**src/rtl/keylock_pkg.sv**
```systemverilog
// keylock_pkg: shared definitions for the keypad lock controller.
//   state_e            FSM state encoding; values are visible on state_o
//   DIGIT_W            bits per BCD digit
//   KEY_ENTER_DEF      default ENTER key code
//   KEY_CLR_DEF        default CLEAR key code
//   cnt_width()        width of a counter that holds 0..n
package keylock_pkg;

    localparam int unsigned DIGIT_W = 4;

    localparam logic [DIGIT_W-1:0] KEY_ENTER_DEF = 4'hA;
    localparam logic [DIGIT_W-1:0] KEY_CLR_DEF   = 4'hB;

    typedef enum logic [2:0] {
        ST_LOCKED   = 3'd0,
        ST_OPEN     = 3'd1,
        ST_NEW_CODE = 3'd2,
        ST_CONFIRM  = 3'd3,
        ST_LOCKOUT  = 3'd4
    } state_e;

    function automatic int unsigned cnt_width(input int unsigned n);
        return (n < 1) ? 1 : $clog2(n + 1);
    endfunction

endpackage

```
**src/rtl/keylock_entry_buf.sv**
```systemverilog
// keylock_entry_buf: digit entry shift register with saturating count.
//   clk_i, rst_ni   clock, synchronous active-low reset
//   clr_i           clear buffer and count (wins over push_i)
//   push_i          shift digit_i in at the LSB nibble (ignored when full)
//   target_i        code compared against the buffer
//   buf_o, cnt_o    buffered digits and count
//   full_o          count == N_DIGITS
//   match_o         full and buffer == target_i
module keylock_entry_buf
    import keylock_pkg::*;
#(
    parameter int unsigned N_DIGITS = 6,
    parameter int unsigned CW       = DIGIT_W * N_DIGITS,
    parameter int unsigned NW       = cnt_width(N_DIGITS)
) (
    input  logic               clk_i,
    input  logic               rst_ni,
    input  logic               clr_i,
    input  logic               push_i,
    input  logic [DIGIT_W-1:0] digit_i,
    input  logic [CW-1:0]      target_i,
    output logic [CW-1:0]      buf_o,
    output logic [NW-1:0]      cnt_o,
    output logic               full_o,
    output logic               match_o
);

    logic [CW-1:0] shreg_q, shreg_d;
    logic [NW-1:0] cnt_q, cnt_d;

    assign full_o  = (cnt_q == NW'(N_DIGITS));
    assign match_o = full_o && (shreg_q == target_i);
    assign buf_o   = shreg_q;
    assign cnt_o   = cnt_q;

    always_comb begin
        shreg_d = shreg_q;
        cnt_d   = cnt_q;
        if (clr_i) begin
            shreg_d = '0;
            cnt_d   = '0;
        end else if (push_i && !full_o) begin
            shreg_d = (shreg_q << DIGIT_W) | CW'(digit_i);
            cnt_d   = cnt_q + 1'b1;
        end
    end

    always_ff @(posedge clk_i) begin
        if (!rst_ni) begin
            shreg_q <= '0;
            cnt_q   <= '0;
        end else begin
            shreg_q <= shreg_d;
            cnt_q   <= cnt_d;
        end
    end

endmodule

```
**src/rtl/keylock_core_p.sv**
```systemverilog
// keylock_core_p: keypad lock controller (user code, master reprogramming
// with confirmation, brute-force lockout).
//   hwclk, resetN       clock, synchronous active-low reset
//   key_valid, key      one-cycle key strobe and key code
//   lock_req            level, relocks from OPEN
//   unlocked            state == OPEN
//   ok_pulse/err_pulse  one-cycle result pulses
//   locked_out          state == LOCKOUT
//   state_o             current state encoding
//   digits_entered      digits currently buffered
// Optional: define KEYLOCK_TIMEOUT_EN for the inactivity timeout.
module keylock_core_p
    import keylock_pkg::*;
#(
    parameter int unsigned                N_DIGITS    = 6,
    parameter logic [4*N_DIGITS-1:0]      MASTER_CODE = 24'h555116,
    parameter logic [4*N_DIGITS-1:0]      RESET_UC    = 24'h666666,
    parameter int unsigned                MAX_TRIES   = 3,
    parameter int unsigned                LOCKOUT_CYC = 36000000,
    parameter int unsigned                TIMEOUT_CYC = 120000000,
    parameter logic [3:0]                 KEY_ENTER   = KEY_ENTER_DEF,
    parameter logic [3:0]                 KEY_CLR     = KEY_CLR_DEF
) (
    input  logic                          hwclk,
    input  logic                          resetN,
    input  logic                          key_valid,
    input  logic [3:0]                    key,
    input  logic                          lock_req,
    output logic                          unlocked,
    output logic                          ok_pulse,
    output logic                          err_pulse,
    output logic                          locked_out,
    output logic [2:0]                    state_o,
    output logic [cnt_width(N_DIGITS)-1:0] digits_entered
);

    localparam int unsigned CW = DIGIT_W * N_DIGITS;
    localparam int unsigned NW = cnt_width(N_DIGITS);
    localparam int unsigned FW = cnt_width(MAX_TRIES);
    localparam int unsigned TW = cnt_width(LOCKOUT_CYC);

    state_e        state_q, state_d;
    logic [FW-1:0] fail_q, fail_d;
    logic [TW-1:0] timer_q, timer_d;
    logic [CW-1:0] uc_q, uc_d;
    logic [CW-1:0] pend_q, pend_d;
    logic          ok_q, ok_d;
    logic          err_q, err_d;

    logic          enter, clr_key, is_digit;
    logic          clr_req, buf_clr, buf_push;
    logic [CW-1:0] buf_val, target;
    logic [NW-1:0] buf_cnt;
    logic          buf_full, buf_match, master_hit;

    assign enter    = key_valid && (key == KEY_ENTER);
    assign clr_key  = key_valid && (key == KEY_CLR);
    assign is_digit = key_valid && (key <= 4'd9);

    assign target     = (state_q == ST_CONFIRM) ? pend_q : uc_q;
    assign master_hit = buf_full && (buf_val == MASTER_CODE);

    keylock_entry_buf #(
        .N_DIGITS (N_DIGITS),
        .CW       (CW),
        .NW       (NW)
    ) u_buf (
        .clk_i    (hwclk),
        .rst_ni   (resetN),
        .clr_i    (buf_clr),
        .push_i   (buf_push),
        .digit_i  (key),
        .target_i (target),
        .buf_o    (buf_val),
        .cnt_o    (buf_cnt),
        .full_o   (buf_full),
        .match_o  (buf_match)
    );

`ifdef KEYLOCK_TIMEOUT_EN
    localparam int unsigned OW = cnt_width(TIMEOUT_CYC);
    logic [OW-1:0] to_q, to_d;

    always_ff @(posedge hwclk) begin
        if (!resetN) to_q <= '0;
        else         to_q <= to_d;
    end
`endif

    always_comb begin
        state_d = state_q;
        fail_d  = fail_q;
        timer_d = timer_q;
        uc_d    = uc_q;
        pend_d  = pend_q;
        ok_d    = 1'b0;
        err_d   = 1'b0;
        clr_req = clr_key;

        case (state_q)
            ST_LOCKED: begin
                if (enter) begin
                    clr_req = 1'b1;
                    if (buf_match) begin
                        state_d = ST_OPEN;
                        ok_d    = 1'b1;
                        fail_d  = '0;
                    end else if (master_hit) begin
                        state_d = ST_NEW_CODE;
                        ok_d    = 1'b1;
                        fail_d  = '0;
                    end else begin
                        err_d  = 1'b1;
                        fail_d = fail_q + 1'b1;
                        if (fail_q == FW'(MAX_TRIES - 1)) begin
                            state_d = ST_LOCKOUT;
                            timer_d = TW'(LOCKOUT_CYC - 1);
                        end
                    end
                end
            end
            ST_OPEN: begin
                if (lock_req) begin
                    state_d = ST_LOCKED;
                    ok_d    = 1'b1;
                end else if (enter) begin
                    clr_req = 1'b1;
                    if (buf_match) begin
                        state_d = ST_LOCKED;
                        ok_d    = 1'b1;
                    end else begin
                        err_d = 1'b1;
                    end
                end
            end
            ST_NEW_CODE: begin
                if (enter) begin
                    clr_req = 1'b1;
                    if (buf_full) begin
                        pend_d  = buf_val;
                        state_d = ST_CONFIRM;
                    end else begin
                        err_d   = 1'b1;
                        state_d = ST_LOCKED;
                    end
                end
            end
            ST_CONFIRM: begin
                if (enter) begin
                    clr_req = 1'b1;
                    state_d = ST_LOCKED;
                    if (buf_match) begin
                        uc_d = pend_q;
                        ok_d = 1'b1;
                    end else begin
                        err_d = 1'b1;
                    end
                end
            end
            ST_LOCKOUT: begin
                if (timer_q == '0) begin
                    state_d = ST_LOCKED;
                    fail_d  = '0;
                end else begin
                    timer_d = timer_q - 1'b1;
                end
            end
            default: state_d = ST_LOCKED;
        endcase

`ifdef KEYLOCK_TIMEOUT_EN
        // Idle counter only runs while something is pending; a key always
        // reloads it, so a timeout never coincides with an ENTER.
        to_d = '0;
        if (state_q != ST_LOCKOUT &&
            (buf_cnt != '0 || state_q == ST_NEW_CODE || state_q == ST_CONFIRM)) begin
            if (key_valid) begin
                to_d = '0;
            end else if (to_q == OW'(TIMEOUT_CYC - 1)) begin
                clr_req = 1'b1;
                if (state_q == ST_NEW_CODE || state_q == ST_CONFIRM) begin
                    state_d = ST_LOCKED;
                    err_d   = 1'b1;
                end
            end else begin
                to_d = to_q + 1'b1;
            end
        end
`endif

        // Any state change or lockout holds the buffer clear; a digit
        // arriving in such a cycle is dropped.
        buf_clr  = clr_req || (state_d != state_q) || (state_q == ST_LOCKOUT);
        buf_push = is_digit && !buf_clr;
    end

    always_ff @(posedge hwclk) begin
        if (!resetN) begin
            state_q <= ST_LOCKED;
            fail_q  <= '0;
            timer_q <= '0;
            uc_q    <= RESET_UC;
            pend_q  <= '0;
            ok_q    <= 1'b0;
            err_q   <= 1'b0;
        end else begin
            state_q <= state_d;
            fail_q  <= fail_d;
            timer_q <= timer_d;
            uc_q    <= uc_d;
            pend_q  <= pend_d;
            ok_q    <= ok_d;
            err_q   <= err_d;
        end
    end

    assign unlocked       = (state_q == ST_OPEN);
    assign locked_out     = (state_q == ST_LOCKOUT);
    assign state_o        = state_q;
    assign ok_pulse       = ok_q;
    assign err_pulse      = err_q;
    assign digits_entered = buf_cnt;

endmodule

```
**config.mk**
```make
export PLATFORM = sky130hd
export DESIGN_NAME = keylock_core_p
export DESIGN_NICKNAME = d
export VERILOG_FILES = /design/src/rtl/keylock_pkg.sv /design/src/rtl/keylock_entry_buf.sv /design/src/rtl/keylock_core_p.sv
export SDC_FILE = /design/constraint.sdc
export NUM_CORES = 1
export LEC_CHECK = 0
export BUFFER_PORTS_ARGS = -buffer_cell sky130_fd_sc_hd__buf_2
export CAP_MARGIN = 20
export CORE_MARGIN = 2
export CORE_UTILIZATION = 62
export DETAILED_ROUTE_END_ITERATION = 10
export GPL_TIMING_DRIVEN = 0
export PLACE_DENSITY = 0.81
export SYNTH_ARGS = -nofsm -noshare
export SYNTH_HDL_FRONTEND = slang
export SYNTH_HIERARCHICAL = 1
export SYNTH_SLANG_ARGS = --single-unit
```
**constraint.sdc**
```tcl
create_clock -name hwclk -period 5.1 [get_ports hwclk]
set_input_delay 1.02 -clock hwclk [delete_from_list [all_inputs] [get_ports hwclk]]
set_output_delay 1.02 -clock hwclk [all_outputs]
set_load 0.05 [all_outputs]
```
==> flow_summary.yaml <==
pwr:
  finalPower_w: 0.00147
  leakage_nw: 2.08
  irDropWorstVdd_mv: 0.156
  power.density_nw_per_um2: 262
hold_path:
  hold_class: "reg -> reg"
synth:
  syn_inst: 624
  async_flop_share_pct: 0
  syn_area_per_cell_um2: 8.24
  synth.ff_latch_count: 108
  synth_area_leaders: "dfxtp_1 42%, nand2_1 11%, a21oi_1 6.6%"
  yosysMostFrequentCell: "nand2_1"
  synth.top_cell.area_share_pct: 42.1
  yosysWarnings: 6
  syn_area_um2: 5140
  ys_types: 58
  synth_ff_type: "dfxtp_1"
  synth_fp_nets: 636
  ys_seq_area_share_pct: 42.1
  ys_top_cells_by_count: "156 x nand2_1, 108 x dfxtp_1, 68 x a21oi_1"
  yosys.area.top_type: "dfxtp_1"
  synth_edf_count: 0
routing:
  wl_um: 12700
  antenna_left: 0
  vias: 4633
  wire_per_inst_um: 16.6
  drc_errors: 0
  post_drt_via_cell_ratio: 6.06
  drtIter0Drc: 384
  first_pass_iters: 5
timing:
  hold_violations: 0
  fin_ws_ns: 0.187
  clock.fmax_ghz: 0.204
  min_period_ns: 4.91
  slew_headroom_pct: 46.9
  slew_violations: 0
  skew_ns: 0.0159
  setup_violations: 0
  period_share_pct: 96.3
  hold_slack_ns: 0.470
  worst_slew_pin_slew_ns: 0.795
setup_path:
  slowest_delay_ns: 0.44
  slowest_stage: "nor4_1"
  rrSetupSlack_ns: 0.19
  crit_path_start_kind: "flip-flop"
  worstPathMaxFanout: 10
  cp-end-kind: "flip-flop"
  worst_ep_required_time_ns: 5.39
  arrival_ns: 5.20
  criticalPathCategory: "reg -> reg"
  path_cells: "clkbuf_1, nor2b_1, nand2_1, clkbuf_2, mux2_2, xor2_1, nor4_1, nand3_1, nor4_4, clkdlybuf4s15_2, nor2_1, o311ai_0, a21o_1, nand2b_1, clkbuf_1, buf_2, nor2_1"
global_route:
  grt_usage_pct: 29.1
  grt_pass1_wl_um: 20500
  grt_overflow: 0
  grt_max_degree: 24
  antenna_found_initial: 0
  grt_pass1_vias: 4376
place:
  dp_hpwl_um: 9080
  portBuffers: 17
  place_worst_setup_slack_ns: -0.211
  gp_congestion: 0.931
cts:
  cts_setup_buffers: 0
  cts_buffer_depth: 2
  clk_latency_ns: 0.39
  h-tree-depth: 3
  cts_buffers: 9
  clk_root_buffer_cell: "clkbuf_8"
  clock-sinks: 108
  clk_pin_slew_ns: 0.12
  cts_tree: "built"
floorplanning:
  die_h_um: 95.1
  fp-row-count: 33
  die_area_um2: 9040
  io-pin-count: 18
  die_x_um: 95.1
  fp.coreArea_um2: 8130
  start_util_pct: 63.2
layout:
  final_util_pct: 69.1
  syn_to_final_growth_pct: 9.30
  drive_gt1_share_pct: 12.4
  fin_nets: 666
  antenna_cells: 0
run:
  max_cap_viol_count: 0
run_status:
  status: "completed"
worst max-delay path, delay by kind of cell, from the launching register on:
kind / cells / cell delay, ns
multiplexers: 1 / 0.38
AND/OR/NAND/NOR: 8 / 1.71
XOR/XNOR: 1 / 0.16
AO/OA/AOI/OAI: 2 / 0.62
flip-flops: 1 / 0.35
buffers and inverters: 5 / 1.60
registers in the layout (all words and copies together) (netlist names):
register,flops
uc_q,24
u_buf/cnt_o,3
timer_q,26
state_o,3
ok_pulse,1
u_buf/buf_o,24
fail_q,2
pend_q,24
err_pulse,1
metrics by stage:
step / area, um^2 / cells / setup TNS [ns]
2_1_floorplan: 5140 / 624 / 0
3_5_place_dp: 5370 / 748 / -5.47
6_report: 5620 / 764 / 0
5_1_grt: 5620 / 764 / -0.000376
3_3_place_gp: 5360 / 746 / -10.70
4_1_cts: 5610 / 764 / 0
final timing paths:
kind | start | to | depth (start not counted)
min | uc_q[19] | uc_q[19] | 2
min reg2reg | uc_q[19] | uc_q[19] | 2
max reg2reg | state_o[2] | u_buf/cnt_o[0] | 17
max | state_o[2] | u_buf/cnt_o[0] | 17
layout make-up:
class	instances	area, um^2
multi-input combinational	468	2780
clock buffer	9	124
inverter	11	41.3
timing repair buffer	19	101
tap	105	131
clock inverter	7	96.3
buffer	37	181
sequential	108	2160
fill	643	2510
kinds of logic (layout without fill, tap and decap cells):
| kind of cell | Yosys count | count (layout) | synth area share [%] |
|---|---|---|---|
| AOI/OAI and AO/OA | 120 | 120 | 14.7 |
| muxes | 29 | 29 | 6.23 |
| adders and majority gates | 4 | 4 | 0.974 |
| DFF | 108 | 108 | 42.1 |
| and+or+nand+nor | 277 | 277 | 25.3 |
| buffers and inverters | 48 | 83 | 4.26 |
| xor gates and xnor gates | 38 | 38 | 6.47 |
what timing repair did:
action                     in CTS  in global routing
setup endpoints to repair      40                 48
hold buffers                    0                  0
resized for setup               3                  5
per-layer routing:
layer	GRT usage (%)	vias up	part of all wire, %
met4	10.7	0	1.7
met5	0	-	0
li1	-	2236	-
met2	47.8	171	48
met1	38.0	2200	43
met3	5.85	26	7.2
cells in the final DEF (no fill, tap or decap), types with 10 or more instances in the layout:
master | netlist | final
nand2_1 | 156 | 156
dfxtp_1 | 108 | 108
a21oi_1 | 68 | 68
xor2_1 | 27 | 27
clkbuf_1 | 28 | 25
nand3_1 | 25 | 25
nor2_1 | 25 | 25
mux2_2 | 24 | 24
buf_2 | 4 | 22
xnor2_1 | 11 | 11
inv_1 | 10 | 10
power by group:
group	internal (W)	switching, W	leakage (nW)
logic	0.0000186	0.0000453	1.10
clock network	0.000205	0.000349	0.109
registers	0.000848	0.00000628	0.871
total	0.00107	0.000401	2.08
No activity file was read; power rests on OpenSTA's default activity.
